File: src/rtl/mx_block_unpacker.sv
// mx_block_unpacker
// Accepts one packed MXFP8 block (shared E8M0 scale in the top w bits, k
// elements of d bits below it, element i at [i*d +: d]) and streams the
// elements out one per handshake, index 0 first. Each presented element
// carries the block scale, its index, a last flag and FP8 class flags.
//
// Handshake rule (both sides): a transfer happens on a rising clk edge where
// valid and ready are both high; a source holding valid keeps its payload
// stable until that edge. blk_ready_o depends combinationally on
// elem_ready_i so a new block can load on the final element handshake.
//
// Ports
//   clk, reset      : clock, synchronous active-high reset
//   blk_valid_i     : packed block offered
//   blk_ready_o     : block accepted on this edge if blk_valid_i
//   blk_data_i      : {scale, elem[k-1], ..., elem[0]}
//   dtype_i         : 0 = E4M3, 1 = E5M2, others unclassified
//   elem_valid_o    : element presented
//   elem_ready_i    : downstream takes the element
//   elem_o, scale_o, idx_o, last_o : element, block scale, index, final flag
//   is_zero_o, is_inf_o, is_nan_o  : class of elem_o for the latched dtype
//   scale_nan_o     : latched scale is 0xFF
//   state_o         : FSM state (0 = IDLE, 1 = STREAM)
module mx_block_unpacker #(
  parameter int d = 8,
  parameter int k = 32,
  parameter int w = 8,
  localparam int iw = (k > 1) ? $clog2(k) : 1
) (
  input  logic             clk,
  input  logic             reset,
  input  logic             blk_valid_i,
  output logic             blk_ready_o,
  input  logic [k*d+w-1:0] blk_data_i,
  input  logic [2:0]       dtype_i,
  output logic             elem_valid_o,
  input  logic             elem_ready_i,
  output logic [d-1:0]     elem_o,
  output logic [w-1:0]     scale_o,
  output logic [iw-1:0]    idx_o,
  output logic             last_o,
  output logic             is_zero_o,
  output logic             is_inf_o,
  output logic             is_nan_o,
  output logic             scale_nan_o,
  output logic             state_o
);

  typedef enum logic {IDLE = 1'b0, STREAM = 1'b1} state_t;

  localparam logic [iw-1:0] idx_max = iw'(k - 1);

  state_t          state_q, state_d;
  logic [k*d-1:0]  buf_q;
  logic [w-1:0]    scale_q;
  logic [2:0]      dtype_q;
  logic [iw-1:0]   idx_q;

  logic            streaming;
  logic            at_last;
  logic            elem_hs;
  logic            load;
  logic [d-1:0]    elem_raw;

  assign streaming = (state_q == STREAM);
  assign at_last   = streaming && (idx_q == idx_max);

  // Next-state and handshake decode.
  always_comb begin
    state_d      = state_q;
    blk_ready_o  = 1'b0;
    elem_valid_o = 1'b0;
    elem_hs      = 1'b0;
    load         = 1'b0;
    case (state_q)
      IDLE: begin
        blk_ready_o = 1'b1;
        if (blk_valid_i) begin
          load    = 1'b1;
          state_d = STREAM;
        end
      end
      STREAM: begin
        elem_valid_o = 1'b1;
        elem_hs      = elem_ready_i;
        // The final element handshake frees the buffer in the same edge,
        // so a waiting block loads with no bubble.
        if (elem_ready_i && at_last) begin
          blk_ready_o = 1'b1;
          if (blk_valid_i) begin
            load = 1'b1;
          end else begin
            state_d = IDLE;
          end
        end
      end
      default: state_d = IDLE;
    endcase
  end

  always_ff @(posedge clk) begin
    if (reset) begin
      state_q <= IDLE;
    end else begin
      state_q <= state_d;
    end
  end

  always_ff @(posedge clk) begin
    if (reset) begin
      buf_q   <= '0;
      scale_q <= '0;
      dtype_q <= '0;
      idx_q   <= '0;
    end else if (load) begin
      buf_q   <= blk_data_i[k*d-1:0];
      scale_q <= blk_data_i[k*d+w-1:k*d];
      dtype_q <= dtype_i;
      idx_q   <= '0;
    end else if (elem_hs) begin
      // Wrap only through the final handshake; never count past k-1.
      idx_q <= at_last ? '0 : idx_q + iw'(1);
    end
  end

  assign elem_raw = buf_q[int'(idx_q)*d +: d];

  // Element-side outputs read as zero while idle.
  assign elem_o      = streaming ? elem_raw : '0;
  assign scale_o     = streaming ? scale_q : '0;
  assign idx_o       = streaming ? idx_q : '0;
  assign last_o      = at_last;
  assign scale_nan_o = streaming && (&scale_q);
  assign state_o     = state_q;

  // FP8 class decode; the sign bit (bit 7) is ignored throughout.
  always_comb begin
    is_zero_o = 1'b0;
    is_inf_o  = 1'b0;
    is_nan_o  = 1'b0;
    if (streaming) begin
      case (dtype_q)
        3'd0: begin // E4M3: exp [6:3], mant [2:0]; no infinity encoding
          is_nan_o  = (elem_o[6:3] == 4'hF) && (elem_o[2:0] == 3'h7);
          is_zero_o = (elem_o[6:0] == 7'h00);
        end
        3'd1: begin // E5M2: exp [6:2], mant [1:0]
          is_inf_o  = (elem_o[6:2] == 5'h1F) && (elem_o[1:0] == 2'b00);
          is_nan_o  = (elem_o[6:2] == 5'h1F) && (elem_o[1:0] != 2'b00);
          is_zero_o = (elem_o[6:0] == 7'h00);
        end
        default: begin
        end
      endcase
    end
  end

endmodule
File: config.mk
export PLATFORM = sky130hd
export DESIGN_NAME = mx_block_unpacker
export DESIGN_NICKNAME = d
export VERILOG_FILES = /design/src/rtl/mx_block_unpacker.sv
export SDC_FILE = /design/constraint.sdc
export NUM_CORES = 1
export LEC_CHECK = 0
export CORE_UTILIZATION = 46
export CTS_BUF_LIST = sky130_fd_sc_hd__clkbuf_4 sky130_fd_sc_hd__clkbuf_8
export DETAILED_ROUTE_END_ITERATION = 10
export MAX_ROUTING_LAYER = met4
export PLACE_DENSITY_LB_ADDON = 0.08
export SLEW_MARGIN = 20
export SYNTH_ARGS = -nofsm -noshare
export SYNTH_HDL_FRONTEND = slang
export SYNTH_SLANG_ARGS = --single-unit
File: constraint.sdc
create_clock -name clk -period 2.9 [get_ports clk]
set_clock_uncertainty 0.15 [all_clocks]
set_input_delay 0.435 -clock clk [delete_from_list [all_inputs] [get_ports clk]]
set_output_delay 0.435 -clock clk [all_outputs]
set_load 0.02 [all_outputs]
---- Word-level counts from Yosys, hierarchy flattened ----
Cells that the tools add are included.
W data, S select, Z words.
storage, ports and cells
  register bits ........................... 273
  bits in latches ......................... 0
  RAM bits ................................ 0
  ROM bits ................................ 0
  output and inout port bits .............. 29
  word-level logic and storage cells ...... 45
  memories kept ........................... 0
cells by class
  add/subtract/negate cells ............... 1
  $mul .................................... 0
  div/mod/pow operators ................... 0
  order comparisons ....................... 0
  equal/unequal tests ..................... 5
  shift-type cells ........................ 1
  mux-type cells .......................... 19
  bitwise operators ....................... 1
  reductions and logical operators ........ 13
operator list
  operator               count
  $shiftx A256 B9 Y8     1
  $mux W8                2
  $mux W1                11
  $eq A5 B5 Y1 const B   2
  $mux W5                2
  $pmux W1 S2            4
  $reduce_and A8 Y1      1
  $logic_not A7 Y1       1
  $logic_and A1 B1 Y1    6
  $add A5 B1 Y5 const B  1
  $eq A4 B4 Y1 const B   1
  $reduce_or A2 Y1       2
  $eq A3 B1 Y1 const B   1
  $eq A3 B3 Y1 const B   1
  $logic_not A3 Y1       1
  $logic_not A2 Y1       1
  $reduce_bool A2 Y1     1
  $not A1 Y1             1

---- Depth between registers and ports, before layout ----
  depth in word-level cells ............... 6
  depth in mapped cells ................... 13

---- Worst setup path before layout ----
OpenSTA, ideal clock, no wires.
  path type ............................... register to output
  start ................................... register idx_q[0]
  end ..................................... output is_inf_o
  arrival ................................. 2427 ps
  required time ........................... 2315 ps
  path slack .............................. -112 ps
  cell stages (with the launch flop) ...... 8
  path buffers ............................ 2
  cells stage by stage .................... dfxtp_1 > buf_6 > buf_4 > mux4_4 > a211oi_2 > a21o_2 > a21oi_2 > nor4_1
between the ends
  longest elaborated chain between the ends .. 6
  elaborated cells on any way between the ends .. 7
  those cells by class .................... eq/ne: 1; shift: 1; mux: 3; reduce/logical: 2
RTL lines
  element                                           RTL line  source
  start: declaration                                57        logic [iw-1:0] idx_q;
  start signal: assignment                          122       idx_q <= at_last ? '0 : idx_q + iw'(1);
  $shiftx A256 B9 Y8 *                              126       assign elem_raw = buf_q[int'(idx_q)*d +: d];
  $mux W8 *                                         129       assign elem_o = streaming ? elem_raw : '0;
  $eq A5 B5 Y1 or $logic_not A2 Y1 (tied branches)  148       is_inf_o = (elem_o[6:2] == 5'h1F) && (elem_o[1:0] == 2'b00);
  $logic_and A1 B1 Y1 *                             148
  $mux W1 *                                         142       case (dtype_q)
  $mux W1 *                                         141       if (streaming) begin
  end: declaration                                  43        output logic is_inf_o,
Every way passes the cells marked *; elsewhere a longest branch is shown, timed or not.

---- Worst setup path after layout ----
  start ................................... register idx_q[0]
  end ..................................... output is_zero_o
between the ends
  longest elaborated chain between the ends .. 5
RTL lines
  element             RTL line  source
  $shiftx A256 B9 Y8  126
  $mux W8             129
  $logic_not A7 Y1    145, 150
  $mux W1             n/a
  $mux W1             141
  end: declaration    42        output logic is_zero_o,
Every way passes these cells.

==> impl_metrics.json <==
{
  "dp_slack_ps": -568,
  "fin_crit_ps": 3490,
  "finalMaxSlewViolations": 0,
  "worstMarginPinSlew_ps": 644,
  "synth_most_common_cell": "nand2_1",
  "fp.coreArea_um2": 25300,
  "synthMuxAreaShare": 0.130,
  "required_ps": 2320,
  "dpl.hpwl_mm": 30.0,
  "violations": "negative setup slack",
  "synth_largest_area_cell": "dfxtp_1",
  "crit_type": "reg -> out",
  "syn-cell-area_um2": 11900,
  "worst_setup_path_start_kind": "register",
  "ant_nets": 0,
  "endpoint_kind": "primary output",
  "swShare": 0.252,
  "grt_max_degree": 90,
  "holdWs_ps": 276,
  "crit_path_cell_trace": "buf_6, mux4_1, a22o_1, a211oi_2, a21o_2, a21oi_4, nor4_4, buf_4",
  "clockRootBuffer": "clkbuf_8",
  "relSlewSlack": 0.570,
  "clk_path_buf_depth": 3,
  "slowest_delay_ps": 550,
  "yosys-top-cells-area": "dfxtp_1, nand2_1, a21oi_1",
  "worst_slack_ps": -590,
  "p_comb_frac": 0.142,
  "clk_pin_slew_ps": 60,
  "synthSimpleGateAreaFrac": 0.209,
  "fp.dieW_um": 163,
  "dr.first_iter.drc_count": 938,
  "p_sw_w": 0.00229,
  "clock_latency_ps": 550,
  "synth_top_family_by_area": "simple AND/OR/NAND/NOR gates",
  "synth_ff_type": "dfxtp_1",
  "syn_nets": 1699,
  "crit_slowest_cell": "mux4_1",
  "pwr-share-seq": 0.453,
  "arrival_ps": 2900,
  "io_pins": 300,
  "yosys_warnings": 0,
  "ys_types": 52,
  "overflow": 0,
  "die_area_um2": 26400,
  "synth_edf_count": 0,
  "avgSynthCellArea_um2": 8.31,
  "drive_gt1_frac": 0.175,
  "synth_xor_area_frac": 0,
  "synth_top_area_frac": 0.461,
  "crit_buf_inv": 2,
  "cts_made_buffers": 46,
  "drtPass1Iterations": 6,
  "synth.ff_latch_count": 273,
  "path_delay_family": "compound AO/OA/AOI/OAI gates",
  "avgRoutedWirePerCell_um": 19.1,
  "dieHeight_um": 163,
  "min_path_type": "in -> reg",
  "totalWireLength_mm": 41.0,
  "io_buffer_count": 299,
  "synthToLayoutAreaGrowth_pct": 46.0,
  "place_congestion": 0.914,
  "max_freq_ghz": 0.287,
  "synth_compound_area_frac": 0.145,
  "p_int_w": 0.00680,
  "rsz0062_at_grt": "true",
  "cts_tree": "yes",
  "clock-sinks": 273,
  "setup_violations": 11,
  "min_period_over_period": 1.20,
  "status": "finished with violations",
  "clockPowerShare": 0.405,
  "async_flop_share": 0,
  "grt_pass1_wl_mm": 61.8,
  "antenna_found_initial": 1,
  "rows": 58,
  "grt_pass1_vias": 11013,
  "yosysSeqAreaShare": 0.461,
  "via_per_inst": 5.36,
  "cts_max_level": 2,
  "final_core_util": 0.685,
  "vias": 11516,
  "fin_nets": 2056,
  "path_max_fanout": 6,
  "synthAdderAreaFrac": 0.00306,
  "vdd_drop_max_mv": 0.451,
  "syn_inst": 1426,
  "synthTopCellsByCount": "nand2_1, a21oi_1, dfxtp_1",
  "final_hold_viol_count": 0,
  "p_leak_nw": 6.51,
  "start_util": 0.469,
  "drc": 0,
  "power_density_nw_per_um2": 525,
  "holdBufCountCts": 0,
  "max_cap_violations": 0,
  "groute.usage.overall": 0.316
}
-- state kept, by name, indices dropped and copies added (netlist names) --
name     flops
buf_q      256
scale_q      8
idx_q        5
dtype_q      3
state_o      1
-- repair_timing --
item	CTS	global route
gates resized for setup	94	39
setup endpoints to repair	14	67
setup buffers	19	13
pin swaps	15	27
gates cloned	2	1
-- worst register-to-register path, stage by stage, from the launching register on --
cell and delay, ps:
dfxtp_4 430, buf_12 190, buf_4 160, ha_2 200, and3_4 200, ha_4 140
nand2_1 80, buf_4 160, a21oi_4 130, buf_12 150, buf_12 260, nand2_1 220
a21oi_1 150
-- layout by cell type (no fill, tap or decap), types with 5 or more instances in the layout --
| cell type | count |
|---|---|
| nor2_1 | 11 |
| mux4_2 | 40 |
| nand3_1 | 11 |
| inv_1 | 5 |
| nand2_1 | 542 |
| mux2i_1 | 29 |
| clkdlybuf4s50_1 | 284 |
| buf_12 | 23 |
| clkinv_2 | 5 |
| dfxtp_1 | 270 |
| buf_4 | 97 |
| nand2_2 | 6 |
| and2_1 | 12 |
| clkbuf_4 | 15 |
| nor2b_1 | 7 |
| a21oi_1 | 275 |
| a22oi_1 | 7 |
| mux4_1 | 9 |
| nor3_1 | 5 |
| buf_6 | 16 |
| clkbuf_8 | 61 |
-- per-layer routing --
layer / wire length [um] / vias to the layer above / track usage
met5: 0 / - / -
met4: 741 / 0 / 0.0816
met3: 3060 / 56 / 0.0535
met2: 19100 / 464 / 0.490
met1: 18100 / 5450 / 0.427
li1: - / 5546 / -
-- path summary, 6_finish.rpt --
kind,cells after the start,slack [ps],from,end
worst max-delay path,8,-590,idx_q[0],is_zero_o
worst min-delay path,3,280,blk_data_i[237],buf_q[237]
worst max register to register,12,220,idx_q[1],buf_q[30]
worst min register to register,2,300,buf_q[146],buf_q[146]
-- power by group through the flow --
| stage | Sequential, W | Clock (W) | Combinational, W |
|---|---|---|---|
| 6_report | 0.00412 | 0.00368 | 0.00129 |
| 3_3_place_gp | 0.00420 | 0 | 0.00118 |
| 2_1_floorplan | 0.00411 | 0 | 0.000577 |
| 4_1_cts | 0.00412 | 0.00371 | 0.00125 |
| 5_1_grt | 0.00413 | 0.00390 | 0.00140 |
| 3_5_place_dp | 0.00419 | 0 | 0.00120 |
-- metrics by stage --
step / power, W / cell area [um^2] / setup TNS, ps / cells
final: 0.00909 / 17300 / -4380 / 2150
after global routing: 0.00944 / 17300 / -5110 / 2149
after CTS: 0.00907 / 17000 / -4270 / 2137
after detailed placement: 0.00539 / 15700 / -2730 / 2033
after global placement: 0.00538 / 15700 / -2490 / 2033
after floorplan: 0.00469 / 11900 / 0 / 1426
-- kinds of logic (layout without fill, tap and decap cells) --
logic type	Yosys count	after routing
and+or+nand+nor	621	621
AOI/OAI and AO/OA	321	321
DFF	273	273
buffers and inverters	125	517
muxes	83	83
adders and majority gates	3	3
other	0	2
-- area by class of cell --
cell class | count | area [um^2]
Timing Repair Buffer | 427 | 4330
Multi-Input combinational cell | 1028 | 6050
Antenna cell | 2 | 5.00
Clock inverter | 8 | 70.1
Tap cell | 330 | 413
Clock buffer | 75 | 938
Inverter | 7 | 26.3
Fill cell | 2121 | 7950
Sequential cell | 273 | 5470
Note: power is estimated with default switching activity, not from simulation.
